<file path="src/rtl/cpu_pkg.sv">
// Shared types and encodings for the cpu_ctrl instruction sequencer and its
// datapath control interface.
package cpu_pkg;

    typedef enum logic [2:0] {
        ST_WAIT      = 3'd0,
        ST_DECODE    = 3'd1,
        ST_GET_A     = 3'd2,
        ST_GET_B     = 3'd3,
        ST_COMPUTE   = 3'd4,
        ST_WRITE_REG = 3'd5,
        ST_WRITE_IMM = 3'd6,
        ST_HALT      = 3'd7
    } state_e;

    localparam logic [2:0] OPC_MOV = 3'b110;
    localparam logic [2:0] OPC_ALU = 3'b101;

    localparam logic [1:0] OP_MOV_REG = 2'b00;
    localparam logic [1:0] OP_MOV_IMM = 2'b10;

    localparam logic [1:0] ALU_ADD = 2'b00;
    localparam logic [1:0] ALU_CMP = 2'b01;
    localparam logic [1:0] ALU_AND = 2'b10;
    localparam logic [1:0] ALU_MVN = 2'b11;

    localparam logic [1:0] WB_ALU   = 2'b00;
    localparam logic [1:0] WB_PC    = 2'b01;
    localparam logic [1:0] WB_IMM8  = 2'b10;
    localparam logic [1:0] WB_MDATA = 2'b11;

    typedef struct packed {
        logic       w;
        logic       w_en;
        logic       en_a;
        logic       en_b;
        logic       en_c;
        logic       en_status;
        logic       sel_a;
        logic       sel_b;
        logic [2:0] w_addr;
        logic [2:0] r_addr;
        logic [1:0] alu_op;
        logic [1:0] shift_op;
        logic [1:0] wb_sel;
    } ctrl_t;

    localparam ctrl_t CTRL_ZERO = ctrl_t'(20'd0);
    localparam ctrl_t CTRL_IDLE = ctrl_t'({1'b1, 19'd0});

endpackage

</file>
<file path="src/rtl/cpu_ctrl_if.sv">
// Instruction input and datapath control bundle driven by cpu_ctrl.
// err exists only when CPU_CTRL_ILLEGAL_TRAP_EN is defined.
interface cpu_ctrl_if;
    logic [15:0] in;
    logic        load;
    logic        s;
    logic        w;
    logic [2:0]  w_addr;
    logic [2:0]  r_addr;
    logic        w_en;
    logic        en_A;
    logic        en_B;
    logic        en_C;
    logic        en_status;
    logic        sel_A;
    logic        sel_B;
    logic [1:0]  ALU_op;
    logic [1:0]  shift_op;
    logic [1:0]  wb_sel;
    logic [15:0] sximm8;
    logic [15:0] sximm5;
`ifdef CPU_CTRL_ILLEGAL_TRAP_EN
    logic        err;
`endif

    modport master (
        input  in, load, s,
        output w, w_addr, r_addr, w_en, en_A, en_B, en_C, en_status,
               sel_A, sel_B, ALU_op, shift_op, wb_sel, sximm8, sximm5
`ifdef CPU_CTRL_ILLEGAL_TRAP_EN
        , output err
`endif
    );

    modport slave (
        output in, load, s,
        input  w, w_addr, r_addr, w_en, en_A, en_B, en_C, en_status,
               sel_A, sel_B, ALU_op, shift_op, wb_sel, sximm8, sximm5
`ifdef CPU_CTRL_ILLEGAL_TRAP_EN
        , input err
`endif
    );
endinterface

</file>
<file path="src/rtl/cpu_ctrl_instr_dec.sv">
// Combinational instruction decoder: splits the IR into register fields,
// classifies the instruction and sign-extends the immediates.
module instr_dec
    import cpu_pkg::*;
(
    input  logic [15:0] ir,
    output logic [1:0]  op,
    output logic [2:0]  rn,
    output logic [2:0]  rd,
    output logic [2:0]  rm,
    output logic [1:0]  sh,
    output logic        is_mov_imm,
    output logic        is_mov_reg,
    output logic        is_alu,
    output logic        is_cmp,
    output logic        is_mvn,
    output logic [15:0] sximm8,
    output logic [15:0] sximm5
);
    logic [2:0] opcode_s;

    assign opcode_s   = ir[15:13];
    assign op         = ir[12:11];
    assign rn         = ir[10:8];
    assign rd         = ir[7:5];
    assign sh         = ir[4:3];
    assign rm         = ir[2:0];

    assign is_mov_imm = (opcode_s == OPC_MOV) && (op == OP_MOV_IMM);
    assign is_mov_reg = (opcode_s == OPC_MOV) && (op == OP_MOV_REG);
    assign is_alu     = (opcode_s == OPC_ALU);
    assign is_cmp     = is_alu && (op == ALU_CMP);
    assign is_mvn     = is_alu && (op == ALU_MVN);

    assign sximm8     = {{8{ir[7]}}, ir[7:0]};
    assign sximm5     = {{11{ir[4]}}, ir[4:0]};
endmodule

</file>
<file path="src/rtl/cpu_ctrl.sv">
// Instruction register, decode and control sequencer for the datapath.
// Define CPU_CTRL_ILLEGAL_TRAP_EN to trap illegal encodings in HALT with err.
module cpu_ctrl
    import cpu_pkg::*;
(
    input  logic        clk,
    input  logic        reset,
    cpu_ctrl_if.master  bus
);
    state_e      state_r, state_next_s;
    logic [15:0] ir_r, ir_next_s;
    ctrl_t       ctrl_r, ctrl_next_s;
    logic [15:0] sximm8_r, sximm5_r;
    logic [15:0] sximm8_s, sximm5_s;
    logic [1:0]  op_s, sh_s;
    logic [2:0]  rn_s, rd_s, rm_s;
    logic        is_mov_imm_s, is_mov_reg_s, is_alu_s, is_cmp_s, is_mvn_s;
`ifdef CPU_CTRL_ILLEGAL_TRAP_EN
    logic        err_r;
`endif

    // Outputs are registered from the next state, so decoding must see the
    // IR value that will be present after this edge (load+s in WAIT).
    instr_dec u_dec (
        .ir         (ir_next_s),
        .op         (op_s),
        .rn         (rn_s),
        .rd         (rd_s),
        .rm         (rm_s),
        .sh         (sh_s),
        .is_mov_imm (is_mov_imm_s),
        .is_mov_reg (is_mov_reg_s),
        .is_alu     (is_alu_s),
        .is_cmp     (is_cmp_s),
        .is_mvn     (is_mvn_s),
        .sximm8     (sximm8_s),
        .sximm5     (sximm5_s)
    );

    // IR capture is only allowed while idle.
    always_comb begin
        ir_next_s = ir_r;
        if ((state_r == ST_WAIT) && bus.load) begin
            ir_next_s = bus.in;
        end else begin
            ir_next_s = ir_r;
        end
    end

    // Sequencer next-state logic.
    always_comb begin
        state_next_s = state_r;
        case (state_r)
            ST_WAIT:      state_next_s = bus.s ? ST_DECODE : ST_WAIT;
            ST_DECODE: begin
                if (is_mov_imm_s) begin
                    state_next_s = ST_WRITE_IMM;
                end else if (is_mov_reg_s || is_mvn_s) begin
                    state_next_s = ST_GET_B;
                end else if (is_alu_s) begin
                    state_next_s = ST_GET_A;
                end else begin
`ifdef CPU_CTRL_ILLEGAL_TRAP_EN
                    state_next_s = ST_HALT;
`else
                    state_next_s = ST_WAIT;
`endif
                end
            end
            ST_GET_A:     state_next_s = ST_GET_B;
            ST_GET_B:     state_next_s = ST_COMPUTE;
            ST_COMPUTE:   state_next_s = is_cmp_s ? ST_WAIT : ST_WRITE_REG;
            ST_WRITE_REG: state_next_s = ST_WAIT;
            ST_WRITE_IMM: state_next_s = ST_WAIT;
`ifdef CPU_CTRL_ILLEGAL_TRAP_EN
            ST_HALT:      state_next_s = ST_HALT;
`else
            ST_HALT:      state_next_s = ST_WAIT;
`endif
            default:      state_next_s = ST_WAIT;
        endcase
    end

    // Moore control decode for the state being entered; WRITE_REG keeps the
    // COMPUTE operand selects because the datapath result gate is combinational.
    always_comb begin
        ctrl_next_s = CTRL_ZERO;
        case (state_next_s)
            ST_WAIT:      ctrl_next_s.w = 1'b1;
            ST_GET_A: begin
                ctrl_next_s.r_addr = rn_s;
                ctrl_next_s.en_a   = 1'b1;
            end
            ST_GET_B: begin
                ctrl_next_s.r_addr = rm_s;
                ctrl_next_s.en_b   = 1'b1;
            end
            ST_COMPUTE: begin
                ctrl_next_s.sel_a     = is_mov_reg_s;
                ctrl_next_s.alu_op    = is_mov_reg_s ? ALU_ADD : op_s;
                ctrl_next_s.shift_op  = sh_s;
                ctrl_next_s.en_c      = ~is_cmp_s;
                ctrl_next_s.en_status = is_cmp_s;
            end
            ST_WRITE_REG: begin
                ctrl_next_s.sel_a    = is_mov_reg_s;
                ctrl_next_s.alu_op   = is_mov_reg_s ? ALU_ADD : op_s;
                ctrl_next_s.shift_op = sh_s;
                ctrl_next_s.en_c     = 1'b1;
                ctrl_next_s.w_en     = 1'b1;
                ctrl_next_s.w_addr   = rd_s;
                ctrl_next_s.wb_sel   = WB_ALU;
            end
            ST_WRITE_IMM: begin
                ctrl_next_s.w_en   = 1'b1;
                ctrl_next_s.w_addr = rn_s;
                ctrl_next_s.wb_sel = WB_IMM8;
            end
            ST_DECODE:    ctrl_next_s = CTRL_ZERO;
            ST_HALT:      ctrl_next_s = CTRL_ZERO;
            default:      ctrl_next_s = CTRL_ZERO;
        endcase
    end

    // State, IR and registered control outputs.
    always_ff @(posedge clk or posedge reset) begin
        if (reset) begin
            state_r  <= ST_WAIT;
            ir_r     <= 16'd0;
            ctrl_r   <= CTRL_IDLE;
            sximm8_r <= 16'd0;
            sximm5_r <= 16'd0;
        end else begin
            state_r  <= state_next_s;
            ir_r     <= ir_next_s;
            ctrl_r   <= ctrl_next_s;
            sximm8_r <= sximm8_s;
            sximm5_r <= sximm5_s;
        end
    end

`ifdef CPU_CTRL_ILLEGAL_TRAP_EN
    // Sticky trap flag, cleared only by reset.
    always_ff @(posedge clk or posedge reset) begin
        if (reset) begin
            err_r <= 1'b0;
        end else begin
            err_r <= (state_next_s == ST_HALT);
        end
    end

    assign bus.err = err_r;
`endif

    assign bus.w         = ctrl_r.w;
    assign bus.w_en      = ctrl_r.w_en;
    assign bus.en_A      = ctrl_r.en_a;
    assign bus.en_B      = ctrl_r.en_b;
    assign bus.en_C      = ctrl_r.en_c;
    assign bus.en_status = ctrl_r.en_status;
    assign bus.sel_A     = ctrl_r.sel_a;
    assign bus.sel_B     = ctrl_r.sel_b;
    assign bus.w_addr    = ctrl_r.w_addr;
    assign bus.r_addr    = ctrl_r.r_addr;
    assign bus.ALU_op    = ctrl_r.alu_op;
    assign bus.shift_op  = ctrl_r.shift_op;
    assign bus.wb_sel    = ctrl_r.wb_sel;
    assign bus.sximm8    = sximm8_r;
    assign bus.sximm5    = sximm5_r;
endmodule

</file>
<file path="src/flat_wrapper.sv">
// flat-port wrapper written by rule: the top's interface ports become plain ports
module cpu_ctrl_flat import cpu_pkg::*;
  (clk, reset, bus_in, bus_load, bus_s, bus_w, bus_w_addr, bus_r_addr, bus_w_en, bus_en_A, bus_en_B, bus_en_C, bus_en_status, bus_sel_A, bus_sel_B, bus_ALU_op, bus_shift_op, bus_wb_sel, bus_sximm8, bus_sximm5);
  cpu_ctrl_if bus_i ();
  input  logic clk;
  input  logic reset;
  input wire logic [$bits(bus_i.in)-1:0] bus_in;
  input wire logic [$bits(bus_i.load)-1:0] bus_load;
  input wire logic [$bits(bus_i.s)-1:0] bus_s;
  output wire logic [$bits(bus_i.w)-1:0] bus_w;
  output wire logic [$bits(bus_i.w_addr)-1:0] bus_w_addr;
  output wire logic [$bits(bus_i.r_addr)-1:0] bus_r_addr;
  output wire logic [$bits(bus_i.w_en)-1:0] bus_w_en;
  output wire logic [$bits(bus_i.en_A)-1:0] bus_en_A;
  output wire logic [$bits(bus_i.en_B)-1:0] bus_en_B;
  output wire logic [$bits(bus_i.en_C)-1:0] bus_en_C;
  output wire logic [$bits(bus_i.en_status)-1:0] bus_en_status;
  output wire logic [$bits(bus_i.sel_A)-1:0] bus_sel_A;
  output wire logic [$bits(bus_i.sel_B)-1:0] bus_sel_B;
  output wire logic [$bits(bus_i.ALU_op)-1:0] bus_ALU_op;
  output wire logic [$bits(bus_i.shift_op)-1:0] bus_shift_op;
  output wire logic [$bits(bus_i.wb_sel)-1:0] bus_wb_sel;
  output wire logic [$bits(bus_i.sximm8)-1:0] bus_sximm8;
  output wire logic [$bits(bus_i.sximm5)-1:0] bus_sximm5;
  assign bus_i.in = bus_in;
  assign bus_i.load = bus_load;
  assign bus_i.s = bus_s;
  assign bus_w = bus_i.w;
  assign bus_w_addr = bus_i.w_addr;
  assign bus_r_addr = bus_i.r_addr;
  assign bus_w_en = bus_i.w_en;
  assign bus_en_A = bus_i.en_A;
  assign bus_en_B = bus_i.en_B;
  assign bus_en_C = bus_i.en_C;
  assign bus_en_status = bus_i.en_status;
  assign bus_sel_A = bus_i.sel_A;
  assign bus_sel_B = bus_i.sel_B;
  assign bus_ALU_op = bus_i.ALU_op;
  assign bus_shift_op = bus_i.shift_op;
  assign bus_wb_sel = bus_i.wb_sel;
  assign bus_sximm8 = bus_i.sximm8;
  assign bus_sximm5 = bus_i.sximm5;
  cpu_ctrl u_core (.clk(clk), .reset(reset), .bus(bus_i));
endmodule
</file>
<file path="config.mk">
export PLATFORM = sky130hd
export DESIGN_NAME = cpu_ctrl_flat
export DESIGN_NICKNAME = d
export VERILOG_FILES = /design/src/rtl/cpu_pkg.sv /design/src/rtl/cpu_ctrl_if.sv /design/src/rtl/cpu_ctrl_instr_dec.sv /design/src/rtl/cpu_ctrl.sv /design/src/flat_wrapper.sv
export SDC_FILE = /design/constraint.sdc
export NUM_CORES = 1
export LEC_CHECK = 0
export CORE_UTILIZATION = 47
export CTS_CLUSTER_DIAMETER = 50
export CTS_CLUSTER_SIZE = 40
export DETAILED_ROUTE_END_ITERATION = 7
export PLACE_DENSITY = 0.81
export SLEW_MARGIN = 10
export SYNTH_ARGS = -nofsm -noshare
export SYNTH_HDL_FRONTEND = slang
export SYNTH_SLANG_ARGS = --single-unit
</file>
<file path="constraint.sdc">
create_clock -name clk -period 2.67 [get_ports clk]
set_input_delay 0.534 -clock clk [delete_from_list [all_inputs] [get_ports clk]]
set_output_delay 0.534 -clock clk [all_outputs]
set_load 0.05 [all_outputs]
</file>
==> flow_metrics.tcl <==
set metrics [dict create \
    run_status "finished, final reports clean" \
    synth-edff-count 0 \
    cts-hold-fix-buffers 0 \
    worstPathMaxFanout 14 \
    fill_cells 290 \
    dr.pass1.iters 4 \
    grt_usage 0.182 \
    grt_pass1_vias 1179 \
    cp.required_ns 2.14 \
    timing.final.ws_setup_ns 0.413 \
    post_drt_via_cell_ratio 4.97 \
    cp_buf_inv_count 1 \
    category_of_cells_accounting_for_the_largest_share_of_critical_path_delay "buffers and inverters" \
    timing.slew.headroom 0.651 \
    ctsRootBufferMaster "sky130_fd_sc_hd__clkbuf_8" \
    routedWlPerCell_um 14.3 \
    timing.hold.ws_ns 0.512 \
    finalSetupViolations 0 \
    iteration_0_drc_markers 54 \
    fin_crit_sh 0.845 \
    drive_above_1_share 0.159 \
    crit_path_cell_trace "clkdlybuf4s50_1" \
    seq_area_frac_synth 0.505 \
    hold_path_class "register to register" \
    synth_seq_cells 37 \
    synth_adder_area_share 0 \
    worstSkewPairLatency_ns 0.29 \
    die_height_um 64.5 \
    synth_simple_gate_area_share 0.124 \
    dpl.hpwl_um 2580 \
    multiInputGateArea_um2 613 \
    fmax_mhz 443 \
    synth_top_flop_cell "sky130_fd_sc_hd__dfrtp_1" \
    critical_path.slowest_cell "sky130_fd_sc_hd__clkdlybuf4s50_1" \
    tritoncts_clock_tree "built" \
    grt_setup_unrepaired "false" \
    initial_core_util 0.494 \
    synth_xor_area_frac 0 \
    grt_overflow 0 \
    n_antenna_cell 0 \
    synth_top_area_share 0.490 \
    drv_slew 0 \
    tns_ns 0 \
    post_synth_mux_area_share 0.108 \
    maxCapViolations 0 \
    post_synth_num_cell_types 33 \
    largest_net_degree_at_the_start_of_global_routing 38 \
    layoutNonFillerInstCount 243 \
    die_area_mm2 0.00416 \
    asyncSetResetFlopFracSynth 1.00 \
    portBuffers 69 \
    grt_first_pass_wirelength_um 5640 \
    row_count 22 \
    area_growth_pct 31.5 \
    die_w_um 64.5 \
    compound_cell_area_share_of_the_yosys_netlist 0.0974 \
    ctsHtreeMaxLevel 2 \
    synthesis.instances 151 \
    design.portCount 72 \
    cp_endpoint_kind "output pin" \
    clock_sinks 37 \
    cp_slowest_stage_delay_ns 0.88 \
    synth_top_family_by_area "buffers and inverters" \
    last_weighted_congestion_value_of_the_routability_driven_placer 0.795 \
    post_cts_resize_count 0 \
    netlist_area_mm2 0.00184 \
    antenna_violating_nets_post_route 0 \
    period_minus_slack_ns 2.26 \
    grt_antenna_before_repair 0 \
    design.final.nets 214 \
    critPathLaunchType "register" \
    post_synth_main_area_contributors "sky130_fd_sc_hd__dfrtp_1 49%, sky130_fd_sc_hd__buf_4 14%, sky130_fd_sc_hd__mux2_4 4.9%" \
    synth_area_per_cell_um2 12.2 \
    vias 1208 \
    synth-warning-count 0 \
    clk_path_buf_depth 2 \
    numPlacedInstances 235 \
    worst_margin_pin_slew_ns 0.522 \
    wirelength_um 3480 \
    timing_hold_violations_final 0 \
    timing_worst_setup_path_type "register to output pin" \
    layout.area.seq_um2 927 \
    clk_pin_slew_ns 0.07 \
    netlist.top_cell.by_area "sky130_fd_sc_hd__dfrtp_1" \
    fin_worst_skew_ns 0.00411 \
    cts-buffers-inserted 5 \
    detail_route.drc_violations 0 \
    cts.repair_timing.setup_buffer_count 0 \
    floorplan.core_area_mm2 0.00372 \
    pre_cts_ws_ns 0.429 \
    worstPathArrival_ns 1.72 \
]
## cells by family (layout without fill, tap and decap cells)
logic type             after synthesis  in the layout
AND/OR/NAND/NOR                     35             35
other                                1              2
flip-flops                          37             37
AO/OA/AOI/OAI                       19             19
multiplexers                        16             16
buffers and inverters               43             86
## routing by layer
layer / part of all wire / vias to the layer above / track usage
met5: 0 / - / 0
met4: 0.019 / 0 / 0.0861
met3: 0.040 / 5 / 0.0528
met2: 0.52 / 37 / 0.312
met1: 0.42 / 599 / 0.208
li1: - / 567 / -
## flip-flops by register name, indices dropped and copies added, names as in the netlist
| signal | flops |
|---|---|
| u_core.bus.wb_sel | 1 |
| u_core.bus.w_en | 1 |
| u_core.state_r | 3 |
| u_core.bus.w | 1 |
| u_core.bus.ALU_op | 2 |
| u_core.ir_r | 16 |
| u_core.bus.shift_op | 2 |
| u_core.bus.r_addr | 3 |
| u_core.bus.en_status | 1 |
| u_core.bus.en_B | 1 |
| u_core.bus.en_A | 1 |
| u_core.bus.en_C | 1 |
| u_core.bus.w_addr | 3 |
| u_core.bus.sel_A | 1 |
## final cells by class
type,count,area share
Tap cell,48,0.0249
Multi-Input combinational cell,72,0.254
Inverter,7,0.0109
Clock buffer,6,0.0301
Clock inverter,2,0.00415
Timing Repair Buffer,71,0.292
Sequential cell,37,0.384
## cell usage in the layout, fill, tap and decap left out, types with 2 or more instances in the layout
cell                              instances
sky130_fd_sc_hd__clkbuf_8                 5
sky130_fd_sc_hd__inv_1                    7
sky130_fd_sc_hd__nor2_1                  12
sky130_fd_sc_hd__nor3_1                   3
sky130_fd_sc_hd__a32o_1                   3
sky130_fd_sc_hd__nor2b_1                  2
sky130_fd_sc_hd__a21oi_1                  3
sky130_fd_sc_hd__mux2_2                   7
sky130_fd_sc_hd__a32oi_1                  3
sky130_fd_sc_hd__clkinv_2                 2
sky130_fd_sc_hd__and2_1                   2
sky130_fd_sc_hd__nand2_1                  6
sky130_fd_sc_hd__nor4bb_1                 2
sky130_fd_sc_hd__clkdlybuf4s50_1         69
sky130_fd_sc_hd__dfrtp_1                 36
sky130_fd_sc_hd__mux2_4                   6
sky130_fd_sc_hd__o21ai_0                  4
sky130_fd_sc_hd__buf_4                    2
sky130_fd_sc_hd__mux2i_1                  3
sky130_fd_sc_hd__conb_1                   2
## metrics by stage
step                 util  area [µm²]
floorplan               -        1840
global placement    0.628        2330
detailed placement  0.628        2330
CTS                 0.650        2410
global route        0.650        2410
finish              0.650        2410
## synthesized netlist by cell type (2+ instances only)
library cell	count
sky130_fd_sc_hd__nor2b_1	2
sky130_fd_sc_hd__a32oi_1	3
sky130_fd_sc_hd__nor3_1	3
sky130_fd_sc_hd__nor4bb_1	2
sky130_fd_sc_hd__mux2_4	6
sky130_fd_sc_hd__a32o_1	3
sky130_fd_sc_hd__o21ai_0	4
sky130_fd_sc_hd__a21oi_1	3
sky130_fd_sc_hd__mux2_2	7
sky130_fd_sc_hd__mux2i_1	3
sky130_fd_sc_hd__inv_1	7
sky130_fd_sc_hd__buf_4	35
sky130_fd_sc_hd__nand2_1	6
sky130_fd_sc_hd__dfrtp_1	36
sky130_fd_sc_hd__and2_1	2
sky130_fd_sc_hd__nor2_1	12
## final timing paths
| path | slack [ns] | cells after the start | from | end |
|---|---|---|---|---|
| setup reg to reg | 0.82 | 5 | u_core.state_r[1] | u_core.bus.r_addr[2] |
| max in group asynchronous | 1.68 | 3 | reset | u_core.bus.w |
| min in group asynchronous | 0.65 | 3 | reset | u_core.bus.sel_A |
| hold reg to reg | 0.51 | 1 | u_core.ir_r[8] | u_core.ir_r[8] |
| hold / removal | 0.51 | 1 | u_core.ir_r[8] | u_core.ir_r[8] |
| setup / recovery | 0.41 | 1 | u_core.ir_r[4] | bus_sximm5[13] |
## worst reg2reg max path: stages, from the launching register on
cell,delay (ns)
sky130_fd_sc_hd__dfrtp_1,0.49
sky130_fd_sc_hd__nor4b_4,0.30
sky130_fd_sc_hd__buf_4,0.33
sky130_fd_sc_hd__mux2_4,0.35
sky130_fd_sc_hd__a32oi_1,0.20
sky130_fd_sc_hd__nor2_1,0.07
Power is left out: the tool's default activity adds up to more than one toggle a clock period on the data nets, which glitch-free logic cannot reach.
